## config.mk

```make
export PLATFORM = sky130hd
export DESIGN_NAME = pico_bus_router
export DESIGN_NICKNAME = d
export VERILOG_FILES = /design/src/rtl/pico_bus_pkg.sv /design/src/rtl/sync_fifo.sv /design/src/rtl/pico_bus_router.sv
export SDC_FILE = /design/constraint.sdc
export NUM_CORES = 1
export LEC_CHECK = 0
export CORE_MARGIN = 2
export CORE_UTILIZATION = 55
export CTS_BUF_LIST = sky130_fd_sc_hd__clkbuf_4 sky130_fd_sc_hd__clkbuf_8 sky130_fd_sc_hd__clkbuf_16
export DETAILED_ROUTE_END_ITERATION = 10
export DONT_BUFFER_PORTS = 1
export PLACE_DENSITY_LB_ADDON = 0.12
export SKIP_LAST_GASP = 1
export SLEW_MARGIN = 20
export SYNTH_ARGS = -nofsm -noshare
export SYNTH_HDL_FRONTEND = slang
export SYNTH_SLANG_ARGS = --single-unit
export TNS_END_PERCENT = 5
```

## constraint.sdc

```tcl
create_clock -name clk -period 6.38 [get_ports clk]
set_input_delay 0.957 -clock clk [delete_from_list [all_inputs] [get_ports clk]]
set_output_delay 0.957 -clock clk [all_outputs]
set_load 0.05 [all_outputs]
```

## src/rtl/pico_bus_pkg.sv

```systemverilog
// ============================================================================
// Module      : pico_bus_pkg
// Description : Shared definitions for the pico bus router: register map
//               addresses, CTRL/STATUS field positions and the WMARK reset
//               default.
// Revision    : 1.0 - initial release
// ============================================================================
`default_nettype none

package pico_bus_pkg;

  // Register map (8-bit address space).
  localparam logic [7:0] c_ADDR_CTRL  = 8'h00;
  localparam logic [7:0] c_ADDR_STAT  = 8'h01;
  localparam logic [7:0] c_ADDR_FIFO  = 8'h02;
  localparam logic [7:0] c_ADDR_WMARK = 8'h03;
  localparam logic [7:0] c_ADDR_SIMD  = 8'h04;

  // CTRL fields.
  localparam int c_CTRL_W       = 4;
  localparam int c_CTRL_CAP_EN  = 0;
  localparam int c_CTRL_SEL_LSB = 1;  // two bits wide
  localparam int c_CTRL_LCD_SRC = 3;

  // STATUS fields.
  localparam int c_STAT_EMPTY   = 0;
  localparam int c_STAT_FULL    = 1;
  localparam int c_STAT_OVF     = 2;
  localparam int c_STAT_UDF     = 3;
  localparam int c_STAT_LVL_LSB = 4;  // four bits wide, saturating

  // Watermark comes out of reset at half the FIFO depth.
  function automatic logic [7:0] wmark_default(input int depth);
    return 8'(depth / 2);
  endfunction

endpackage

`default_nettype wire

```

## src/rtl/sync_fifo.sv

```systemverilog
// ============================================================================
// Module      : sync_fifo
// Description : Single-clock FIFO with occupancy count. A pop on an empty
//               FIFO is ignored; a push while full is accepted only when a
//               pop happens in the same cycle.
// Ports       : clk, rst (async, active-low)
//               push, wr_data        - write side
//               pop, rd_data         - read side (rd_data shows the head)
//               full, empty, level   - status, level counts 0..DEPTH
// Revision    : 1.0 - initial release
// ============================================================================
`default_nettype none

module sync_fifo #(
  parameter int DATA_W = 8,
  parameter int DEPTH  = 16
) (
  input  logic                     clk,
  input  logic                     rst,
  input  logic                     push,
  input  logic [DATA_W-1:0]        wr_data,
  input  logic                     pop,
  output logic [DATA_W-1:0]        rd_data,
  output logic                     full,
  output logic                     empty,
  output logic [$clog2(DEPTH):0]   level
);

  localparam int c_AW = $clog2(DEPTH);

  logic [DATA_W-1:0] r_mem [DEPTH];
  logic [c_AW-1:0]   r_wr_ptr;
  logic [c_AW-1:0]   r_rd_ptr;
  logic [c_AW:0]     r_level;
  logic              w_do_push;
  logic              w_do_pop;

  assign empty   = (r_level == '0);
  assign full    = (r_level == (c_AW+1)'(DEPTH));
  assign level   = r_level;
  assign rd_data = r_mem[r_rd_ptr];

  // A pop frees a slot in the same cycle, so a full FIFO still accepts a push
  // that coincides with a pop.
  assign w_do_pop  = pop && !empty;
  assign w_do_push = push && (!full || w_do_pop);

  always_ff @(posedge clk) begin
    if (w_do_push) begin
      r_mem[r_wr_ptr] <= wr_data;
    end
  end

  // Pointers are exactly c_AW bits wide, so they wrap modulo DEPTH.
  always_ff @(posedge clk or negedge rst) begin
    if (!rst) begin
      r_wr_ptr <= '0;
      r_rd_ptr <= '0;
      r_level  <= '0;
    end else begin
      if (w_do_push) begin
        r_wr_ptr <= r_wr_ptr + c_AW'(1);
      end
      if (w_do_pop) begin
        r_rd_ptr <= r_rd_ptr + c_AW'(1);
      end
      if (w_do_push && !w_do_pop) begin
        r_level <= r_level + (c_AW+1)'(1);
      end else if (w_do_pop && !w_do_push) begin
        r_level <= r_level - (c_AW+1)'(1);
      end
    end
  end

endmodule

`default_nettype wire

```

## src/rtl/pico_bus_router.sv

```systemverilog
// ============================================================================
// Module      : pico_bus_router
// Description : Bridges an asynchronous pico strobe bus (CS/WR/RD/CD) to a
//               small register file, a camera capture FIFO, an LCD stream
//               and a SIMD data port.
// Ports       : clk, rst (async assert, active-low, release synchronous)
//               CS, WR, RD, CD, pico_data_in       - pico bus inputs
//               pico_data_out, pico_data_oe        - read data / pad enable
//               cam_data, cam_valid                - packed camera channels
//               LCD_data, LCD_valid                - routed LCD stream
//               simd_in, simd_data                 - SIMD result / write value
//               irq                                - watermark or sticky error
// Config      : PICO_BUS_AUTOINC_EN - when defined, the address register
//               increments after every data-cycle access except FIFO_DATA.
// Revision    : 1.0 - initial release
// ============================================================================
`default_nettype none

module pico_bus_router
  import pico_bus_pkg::*;
#(
  parameter int DATA_W      = 8,
  parameter int N_CAM       = 2,
  parameter int FIFO_DEPTH  = 16,
  parameter int SYNC_STAGES = 2
) (
  input  logic                    clk,
  input  logic                    rst,
  input  logic                    CS,
  input  logic                    WR,
  input  logic                    RD,
  input  logic                    CD,
  input  logic [DATA_W-1:0]       pico_data_in,
  output logic [DATA_W-1:0]       pico_data_out,
  output logic                    pico_data_oe,
  input  logic [N_CAM*DATA_W-1:0] cam_data,
  input  logic [N_CAM-1:0]        cam_valid,
  output logic [DATA_W-1:0]       LCD_data,
  output logic                    LCD_valid,
  input  logic [DATA_W-1:0]       simd_in,
  output logic [DATA_W-1:0]       simd_data,
  output logic                    irq
);

  localparam int c_LVL_W = $clog2(FIFO_DEPTH) + 1;

`ifdef PICO_BUS_AUTOINC_EN
  localparam bit c_AUTOINC = 1'b1;
`else
  localparam bit c_AUTOINC = 1'b0;
`endif

  // --------------------------------------------------------------------------
  // Strobe synchronisers and edge detection
  // --------------------------------------------------------------------------
  logic [SYNC_STAGES-1:0] r_cs_sync, r_wr_sync, r_rd_sync, r_cd_sync;
  logic                   r_wr_prev, r_rd_prev;
  logic                   w_cs, w_wr, w_rd, w_cd;
  logic                   w_wr_rise, w_rd_rise, w_rd_fall;

  always_ff @(posedge clk or negedge rst) begin
    if (!rst) begin
      r_cs_sync <= '0;
      r_wr_sync <= '0;
      r_rd_sync <= '0;
      r_cd_sync <= '0;
      r_wr_prev <= 1'b0;
      r_rd_prev <= 1'b0;
    end else begin
      r_cs_sync <= {r_cs_sync[SYNC_STAGES-2:0], CS};
      r_wr_sync <= {r_wr_sync[SYNC_STAGES-2:0], WR};
      r_rd_sync <= {r_rd_sync[SYNC_STAGES-2:0], RD};
      r_cd_sync <= {r_cd_sync[SYNC_STAGES-2:0], CD};
      r_wr_prev <= w_wr;
      r_rd_prev <= w_rd;
    end
  end

  assign w_cs = r_cs_sync[SYNC_STAGES-1];
  assign w_wr = r_wr_sync[SYNC_STAGES-1];
  assign w_rd = r_rd_sync[SYNC_STAGES-1];
  assign w_cd = r_cd_sync[SYNC_STAGES-1];

  // The edge history clears in reset, so a strobe still high at release is
  // seen as a fresh rising edge.
  assign w_wr_rise = w_wr && !r_wr_prev && w_cs;
  assign w_rd_rise = w_rd && !r_rd_prev && w_cs;
  assign w_rd_fall = !w_rd && r_rd_prev;

  logic w_addr_wr, w_data_wr, w_data_rd;
  assign w_addr_wr = w_wr_rise && w_cd;
  assign w_data_wr = w_wr_rise && !w_cd;
  assign w_data_rd = w_rd_rise && !w_cd;

  // --------------------------------------------------------------------------
  // Registers
  // --------------------------------------------------------------------------
  logic [7:0]          r_addr;
  logic [c_CTRL_W-1:0] r_ctrl;
  logic [7:0]          r_wmark;
  logic                r_ovf, r_udf;
  logic                r_pop_pend;
  logic [DATA_W-1:0]   r_simd_data;
  logic [DATA_W-1:0]   r_data_out;
  logic [DATA_W-1:0]   r_lcd_data;
  logic                r_lcd_valid;

  // --------------------------------------------------------------------------
  // Camera channel select (out-of-range selections fall back to channel 0)
  // --------------------------------------------------------------------------
  logic [1:0]        w_sel;
  logic [DATA_W-1:0] w_cam_pix;
  logic              w_cam_vld;

  always_comb begin
    w_sel = r_ctrl[c_CTRL_SEL_LSB +: 2];
    if (int'(w_sel) >= N_CAM) begin
      w_sel = 2'd0;
    end
    w_cam_pix = '0;
    w_cam_vld = 1'b0;
    for (int i = 0; i < N_CAM; i++) begin
      if (int'(w_sel) == i) begin
        w_cam_pix = cam_data[i*DATA_W +: DATA_W];
        w_cam_vld = cam_valid[i];
      end
    end
  end

  // --------------------------------------------------------------------------
  // Capture FIFO
  // --------------------------------------------------------------------------
  logic               w_push, w_pop_req;
  logic [DATA_W-1:0]  w_fifo_head;
  logic               w_full, w_empty;
  logic [c_LVL_W-1:0] w_level;

  assign w_push    = r_ctrl[c_CTRL_CAP_EN] && w_cam_vld;
  // The pop is deferred to the RD falling edge so the head stays on the bus
  // for the whole read strobe.
  assign w_pop_req = w_rd_fall && r_pop_pend;

  sync_fifo #(
    .DATA_W (DATA_W),
    .DEPTH  (FIFO_DEPTH)
  ) u_fifo (
    .clk     (clk),
    .rst     (rst),
    .push    (w_push),
    .wr_data (w_cam_pix),
    .pop     (w_pop_req),
    .rd_data (w_fifo_head),
    .full    (w_full),
    .empty   (w_empty),
    .level   (w_level)
  );

  // --------------------------------------------------------------------------
  // Read mux
  // --------------------------------------------------------------------------
  logic [3:0]        w_lvl_sat;
  logic [7:0]        w_status;
  logic [DATA_W-1:0] w_rd_val;

  always_comb begin
    w_lvl_sat = (int'(w_level) > 15) ? 4'hF : 4'(w_level);
    w_status                          = '0;
    w_status[c_STAT_EMPTY]            = w_empty;
    w_status[c_STAT_FULL]             = w_full;
    w_status[c_STAT_OVF]              = r_ovf;
    w_status[c_STAT_UDF]              = r_udf;
    w_status[c_STAT_LVL_LSB +: 4]     = w_lvl_sat;

    w_rd_val = '0;
    case (r_addr)
      c_ADDR_CTRL:  w_rd_val = DATA_W'(r_ctrl);
      c_ADDR_STAT:  w_rd_val = DATA_W'(w_status);
      c_ADDR_FIFO:  w_rd_val = w_empty ? '0 : w_fifo_head;
      c_ADDR_WMARK: w_rd_val = DATA_W'(r_wmark);
      c_ADDR_SIMD:  w_rd_val = simd_in;
      default:      w_rd_val = '0;
    endcase
  end

  // --------------------------------------------------------------------------
  // Register file, stickies and read capture
  // --------------------------------------------------------------------------
  always_ff @(posedge clk or negedge rst) begin
    if (!rst) begin
      r_addr      <= '0;
      r_ctrl      <= '0;
      r_wmark     <= wmark_default(FIFO_DEPTH);
      r_ovf       <= 1'b0;
      r_udf       <= 1'b0;
      r_pop_pend  <= 1'b0;
      r_simd_data <= '0;
      r_data_out  <= '0;
    end else begin
      if (w_addr_wr) begin
        r_addr <= pico_data_in[7:0];
      end else if (c_AUTOINC && (w_data_wr || w_data_rd) && (r_addr != c_ADDR_FIFO)) begin
        r_addr <= r_addr + 8'd1;
      end

      if (w_data_wr) begin
        case (r_addr)
          c_ADDR_CTRL:  r_ctrl      <= pico_data_in[c_CTRL_W-1:0];
          c_ADDR_WMARK: r_wmark     <= pico_data_in[7:0];
          c_ADDR_SIMD:  r_simd_data <= pico_data_in;
          default:      ;
        endcase
      end

      // Write-one-to-clear first; a new error in the same cycle wins.
      if (w_data_wr && (r_addr == c_ADDR_STAT)) begin
        if (pico_data_in[c_STAT_OVF]) r_ovf <= 1'b0;
        if (pico_data_in[c_STAT_UDF]) r_udf <= 1'b0;
      end
      if (w_push && w_full && !w_pop_req) begin
        r_ovf <= 1'b1;
      end
      if (w_pop_req && w_empty) begin
        r_udf <= 1'b1;
      end

      // Address-cycle reads return the address register itself.
      if (w_rd_rise) begin
        r_data_out <= w_cd ? DATA_W'(r_addr) : w_rd_val;
        r_pop_pend <= !w_cd && (r_addr == c_ADDR_FIFO);
      end else if (w_rd_fall) begin
        r_pop_pend <= 1'b0;
      end
    end
  end

  // --------------------------------------------------------------------------
  // LCD stream
  // --------------------------------------------------------------------------
  always_ff @(posedge clk or negedge rst) begin
    if (!rst) begin
      r_lcd_data  <= '0;
      r_lcd_valid <= 1'b0;
    end else begin
      r_lcd_valid <= 1'b0;
      if (r_ctrl[c_CTRL_LCD_SRC]) begin
        r_lcd_data  <= w_cam_pix;
        r_lcd_valid <= w_cam_vld;
      end else if (w_data_wr && (r_addr == c_ADDR_SIMD)) begin
        r_lcd_data  <= pico_data_in;
        r_lcd_valid <= 1'b1;
      end
    end
  end

  // --------------------------------------------------------------------------
  // Outputs
  // --------------------------------------------------------------------------
  assign pico_data_out = r_data_out;
  assign pico_data_oe  = w_rd && w_cs;
  assign LCD_data      = r_lcd_data;
  assign LCD_valid     = r_lcd_valid;
  assign simd_data     = r_simd_data;
  assign irq           = (int'(w_level) >= int'(r_wmark)) || r_ovf || r_udf;

endmodule

`default_nettype wire

```

# [Yosys cells after proc, flatten, opt, wreduce, memory -nomap -nowiden]
# Memories as Yosys holds them, arrays and structs flattened.
# Index checks and enable logic that the tools add are counted.
# W data, S select, Z words.
[word_totals] memories=1 mem_bits_rw=128 output_inout_bits=27 regBits=71 wordCells=105
[op_classes] n_reduce_logical=47 addsub=4 eq_ne=6 n_mux=25 order_cmp=3
[mem_list] memory="u_fifo.r_mem" words=16 word_bits=8 read_ports=1 rd_ports_with_merged_regs=0 write_ports=1 line_no="sync_fifo.sv:31" rtl="logic [DATA_W-1:0] r_mem [DEPTH];"
[ops] op="$mux W8" n=6
[ops] op="$pmux W8 S5" n=1
[ops] op="$logic_and A1 B1 Y1" n=20
[ops] op="$eq A8 B2 Y1 const B" n=2
[ops] op="$mux W1" n=14
[ops] op="$reduce_bool A2 Y1" n=7
[ops] op="$mux W5" n=2
[ops] op="$reduce_and A2 Y1" n=5
[ops] op="$logic_not A1 Y1" n=9
[ops] op="$add A4 B1 Y4 const B" n=2
[ops] op="$eq A8 B1 Y1 const B" n=1
[ops] op="$eq A8 B3 Y1 const B" n=1
[ops] op="$ge A5 B8 Y1" n=1
[ops] op="$logic_not A8 Y1" n=1
[ops] op="$add A5 B1 Y5 const B" n=1
[ops] op="$eq A5 B5 Y1 const B" n=1
[ops] op="$gt A5 B4 Y1 const B" n=1
[ops] op="$logic_not A5 Y1" n=1
[ops] op="$sub A5 B1 Y5 const B" n=1
[ops] op="$mux W4" n=1
[ops] op="$logic_or A1 B1 Y1" n=3
[ops] op="$eq A2 B2 Y1 const B" n=1
[ops] op="$ge A2 B2 Y1 const B" n=1
[ops] op="$logic_not A2 Y1" n=1
[ops] op="$mux W2" n=1

# [Depth between registers and ports, before layout]
[depth] depth_word=11 mapped_depth=13 mapped_depth_nobuf=12

# [Modules after synthesis]
# From an unflattened synthesis, not the netlist that was laid out.
[hier_totals] cells_unflattened=569 hier_area_um2=8619.5
[modules_own_cells] mod="sync_fifo" cells_each=319 instances=1 area_each_um2=5736.8
[modules_own_cells] mod="pico_bus_router" cells_each=250 instances=1 area_each_um2=2882.8

# [Least setup slack after synthesis]
# OpenSTA, ideal clock, no wires.
[synth_path] path_type="reg2out" startpoint="reg u_fifo.r_level[0], in the netlist u_fifo.level[0]" endpoint="out irq" arrival_time_ns=2.198 stages_incl_launch_ff=8 t_required_ns=5.423 path_slack_ns=3.225 path_cell_list="dfrtp_1 inv_1 ha_1 nand2b_1 a21o_1 a21o_1 a211oi_1 o21ai_0"
[synth_via] elab_chain_len=3
[synth_rtl] element="from (decl)" line_no="sync_fifo.sv:34" rtl="logic [c_AW:0] r_level;"
[synth_rtl] element="from (signal assigned)" line_no="sync_fifo.sv:68" rtl="r_level <= r_level + (c_AW+1)'(1);"
[synth_rtl] element="from (signal assigned)" line_no="sync_fifo.sv:70" rtl="r_level <= r_level - (c_AW+1)'(1);"
[synth_rtl] element="$ge A5 B8 Y1" line_no="pico_bus_router.sv:263" rtl="assign irq = (int'(w_level) >= int'(r_wmark)) || r_ovf || r_udf;"
[synth_rtl] element="$logic_or A1 B1 Y1 (2 in series)" line_no="pico_bus_router.sv:263"
[synth_rtl] element="to (decl)" line_no="pico_bus_router.sv:42" rtl="output logic irq"
# No other way between the ends.

# [Worst setup path in the final report]
[layout_path] startpoint="reg r_ctrl[2]" endpoint="reg u_fifo.r_level[4], in the netlist u_fifo.level[4]"
[layout_via] elab_chain_len=10
[layout_rtl] element="from (decl)" line_no="pico_bus_router.sv:99" rtl="logic [c_CTRL_W-1:0] r_ctrl;"
[layout_rtl] element="from (signal assigned)" line_no="pico_bus_router.sv:207" rtl="c_ADDR_CTRL: r_ctrl <= pico_data_in[c_CTRL_W-1:0];"
[layout_rtl] element="$ge A2 B2 Y1" line_no="pico_bus_router.sv:117" rtl="if (int'(w_sel) >= N_CAM) begin"
[layout_rtl] element="$mux W2 (*)" line_no="pico_bus_router.sv:117"
[layout_rtl] element="$logic_not A2 Y1" line_no="pico_bus_router.sv:123" rtl="if (int'(w_sel) == i) begin"
[layout_rtl] element="$mux W1" line_no="pico_bus_router.sv:123"
[layout_rtl] element="$mux W1 (*)" line_no="pico_bus_router.sv:123"
[layout_rtl] element="$logic_and A1 B1 Y1 (*)" line_no="pico_bus_router.sv:138" rtl="assign w_push = r_ctrl[c_CTRL_CAP_EN] && w_cam_vld;"
[layout_rtl] element="$logic_and A1 B1 Y1 (*)" line_no="sync_fifo.sv:46" rtl="assign w_do_push = push && (!full || w_do_pop);"
[layout_rtl] element="$logic_not A1 Y1" line_no="sync_fifo.sv:69" rtl="end else if (w_do_pop && !w_do_push) begin"
[layout_rtl] element="$logic_and A1 B1 Y1" line_no="sync_fifo.sv:69"
[layout_rtl] element="$reduce_bool A2 Y1 (no line)"
# Every way passes the cells marked *; elsewhere a longest branch is shown, timed or not.
# A chain may end at the register's enable or synchronous reset.

==> results.ini <==
[critical_path]
critical_path.startpoint_type = flip-flop
crit_path_max_fanout = 9
crit_arrival_ns = 3.85
worstPathRequired_ns = 6.68
critical_path_class = reg2reg
cp-end-kind = flip-flop
worst_r2r_path_depth = 11

[timing]
finalHoldWorstSlack_ns = 0.209
fin_ws_ns = 2.84
finalHoldViolCount = 0
timing.setup.tns_ns = 0
worst_slew_pin_slew_ns = 0.989
grt_setup_unrepaired = false
layout_min_cycle_time_ns = 3.54
final-setup-viol-count = 0
slew_viol_final = 0
slew_headroom_pct = 33.6
fmax_mhz = 282
max_clock_skew_ns = 0.0104
layout_worst_path_cycle_share_pct = 55.5

[clocking]
numCtsBuffers = 17
number_of_h_tree_levels = 4
clock_tree.buffer_depth = 2
ctsHoldBuffers = 0
clock_sink_count = 199
postCtsResizedCells = 0
tritoncts_clock_tree = done
root_cell_of_the_clock_tree = sky130_fd_sc_hd__clkbuf_16
insertion_delay_ns = 0.44
post_cts.repair.setup_buffers = 0
clk_transition_reported_paths_ns = 0.07

[floorplanning]
total_number_of_placement_rows = 45
die_y_um = 128
pin_count = 67
core_area_um2 = 15100
floorplan.die_area_um2 = 16500
start_util_pct = 56.2
die_width_um = 128

[pwr]
seqPwrFrac_pct = 54.1
p_switching_uw = 860
leakage_uw = 0.00326
peakVddDrop_uv = 221
power.density_cell_area_nw_per_um2 = 330
sw_frac_of_total_pct = 28.2
p_int_uw = 2190
share_comb_of_total_power_pct = 11.5
pwr-share-clk_pct = 34.4
total_power_uw = 3050

[synth]
synth_top_cell_by_area = sky130_fd_sc_hd__edfxtp_1
ys_seq_elements = 199
avgSynthCellArea_um2 = 15.7
synth_enable_flop_cells = 128
ys.warnings.count = 0
synthesis.area_um2 = 8510
synth_top_cells_by_count = 128 x sky130_fd_sc_hd__edfxtp_1, 70 x sky130_fd_sc_hd__dfrtp_1, 38 x sky130_fd_sc_hd__nand2_1
synthesis.nets = 596
synthesized_netlist_cell_count = 541
synth_most_common_cell = sky130_fd_sc_hd__edfxtp_1
yosysTopAreaCellShare_pct = 45.2
async_reset_ff_share_pct = 35.7
synthTopCellsByArea = sky130_fd_sc_hd__edfxtp_1 45%, sky130_fd_sc_hd__dfrtp_1 21%, sky130_fd_sc_hd__mux4_2 8.5%
seq_total_area_yosys_pct = 66.1
number_of_distinct_standard_cells_referenced_by_the_synthesized_netlist = 53
yosys_most_used_dff = sky130_fd_sc_hd__edfxtp_1

[finish]
antenna-diode-count = 0
multiInputGateArea_um2 = 2720
ff_latch_area_um2 = 5620
layout-drive-gt1-share_pct = 20.7
filler_cell_count = 1102
layout.nets = 594
areaGrowthSynthToFinish_pct = 8.62
fin_cells = 739

[global_routing]
first_pass_grt_wire_length_mm = 26.9
globalRoute.busiestLayer = met2
first_global_vias = 4716
grt_use_total_pct = 22.5
grt_antenna_before_repair = 0
grt_use_met3_pct = 7.28
grt_remaining_overflow = 0
met1_capacity_usage_during_global_routing_pct = 29.0
grtUsageMet2_pct = 36.8
grt_start_max_net_pins = 72

[min_path]
timing.hold.worst.class = in2async

[status]
status = finished, final reports clean

[placement]
dp.final_hpwl_mm = 11.7
io_buf_count = 0
pre_cts_worst_setup_slack_ns = 2.88
placed_cells = 708
finalWeightedCongestion = 0.829

[route]
postRouteWirelength_mm = 17.2
detailedRoute.firstIterationViolations = 420
first_pass_iters = 4
routed_via_count_divided_by_cell_count = 6.14
drtAntennaViolNets = 0
route.detailed.drc = 0
vias = 4540
route.detailed.wl_per_inst_um = 23.3

[job]
max_cap_violations = 0

==> kinds of logic after synthesis <==
family          synth area share (%)
xor+xnor                        1.13
buf+inv                         2.04
simple gates                    6.80
flops                           66.1
compound gates                  5.77
mux                             15.9
fa+ha+maj                       2.29
==> power groups by stage <==
stage | clock network (µW) | registers [µW] | logic (µW)
2_1_floorplan | 0 | 1610 | 299
3_3_place_gp | 0 | 1670 | 333
3_5_place_dp | 0 | 1680 | 347
4_1_cts | 1070 | 1650 | 351
5_1_grt | 1120 | 1670 | 391
6_report | 1050 | 1650 | 350
==> metrics by stage <==
stage | utilization (%) | cell area (µm²)
3_3_place_gp | 57.1 | 8650
6_report | 61.0 | 9240
2_1_floorplan | - | 8510
3_5_place_dp | 57.1 | 8660
5_1_grt | 61.0 | 9240
4_1_cts | 61.0 | 9240
==> path summary, 6_finish.rpt <==
check / startpoint / endpoint / slack [ns]
hold / removal: rst / r_cd_sync[1]$_DFF_PN0_ / 0.21
setup / recovery: r_ctrl[2]$_DFFE_PN0P_ / u_fifo.level[4]$_DFFE_PN0P_ / 2.84
max in group asynchronous: rst / r_wmark[3]$_DFFE_PN1P_ / 5.98
min in group clk: r_cd_sync[0]$_DFF_PN0_ / r_cd_sync[1]$_DFF_PN0_ / 0.35
hold reg to reg: r_cd_sync[0]$_DFF_PN0_ / r_cd_sync[1]$_DFF_PN0_ / 0.35
setup reg to reg: r_ctrl[2]$_DFFE_PN0P_ / u_fifo.level[4]$_DFFE_PN0P_ / 2.84
==> layer usage <==
layer | up-vias | share of wire (%) | wire (µm)
met4 | 0 | 1.8 | 314
met1 | 2334 | 42 | 7290
met5 | - | 0 | 0
met2 | 118 | 50 | 8600
met3 | 22 | 5.7 | 986
li1 | 2066 | - | -
==> cell type report <==
type	count	area share [%]
clock buffer	17	4.60
clock inverter	14	1.67
inverter	12	0.487
multi-input combinational	304	29.5
sequential	199	60.8
tap	188	2.55
timing repair buffer	5	0.406
==> placed cells by master, fill, tap and decap left out, types with 3 or more instances in the layout <==
cell / n
sky130_fd_sc_hd__nor2_1: 31
sky130_fd_sc_hd__mux4_2: 32
sky130_fd_sc_hd__dfrtp_1: 70
sky130_fd_sc_hd__a21o_1: 4
sky130_fd_sc_hd__xor2_1: 3
sky130_fd_sc_hd__buf_4: 5
sky130_fd_sc_hd__ha_1: 14
sky130_fd_sc_hd__xnor2_1: 8
sky130_fd_sc_hd__o2111ai_1: 3
sky130_fd_sc_hd__clkbuf_16: 17
sky130_fd_sc_hd__o21ai_0: 26
sky130_fd_sc_hd__o2bb2ai_1: 4
sky130_fd_sc_hd__nor3_1: 6
sky130_fd_sc_hd__mux2i_1: 27
sky130_fd_sc_hd__nand2b_1: 7
sky130_fd_sc_hd__a22oi_1: 7
sky130_fd_sc_hd__nand2_1: 38
sky130_fd_sc_hd__a21oi_1: 10
sky130_fd_sc_hd__inv_8: 3
sky130_fd_sc_hd__o211ai_1: 4
sky130_fd_sc_hd__o221a_2: 6
sky130_fd_sc_hd__inv_6: 7
sky130_fd_sc_hd__and2_1: 3
sky130_fd_sc_hd__edfxtp_1: 128
sky130_fd_sc_hd__nor2b_1: 4
sky130_fd_sc_hd__nand3b_1: 3
sky130_fd_sc_hd__mux2_2: 32
sky130_fd_sc_hd__inv_1: 12
==> state kept, by name (all words and copies together) (netlist names), 2 cells and up <==
signal           flops
LCD_data             8
pico_data_out        8
r_addr               8
r_cd_sync            2
r_cs_sync            2
r_ctrl               4
r_rd_sync            2
r_wmark              8
r_wr_sync            2
simd_data            8
u_fifo.level         5
u_fifo.r_mem       128
u_fifo.r_rd_ptr      4
u_fifo.r_wr_ptr      4
==> worst max-delay path: stages (launching register included) <==
cell	delay, ns
sky130_fd_sc_hd__dfrtp_1	0.40
sky130_fd_sc_hd__nor2b_1	0.66
sky130_fd_sc_hd__mux2i_1	0.29
sky130_fd_sc_hd__and3b_1	0.54
sky130_fd_sc_hd__ha_1	0.28
sky130_fd_sc_hd__inv_1	0.11
sky130_fd_sc_hd__fa_1	0.43
sky130_fd_sc_hd__a21o_1	0.19
sky130_fd_sc_hd__a21oi_1	0.17
sky130_fd_sc_hd__xnor2_1	0.13
sky130_fd_sc_hd__nor2_1	0.06
sky130_fd_sc_hd__xor2_1	0.14
No activity file was read; power rests on OpenSTA's default activity.
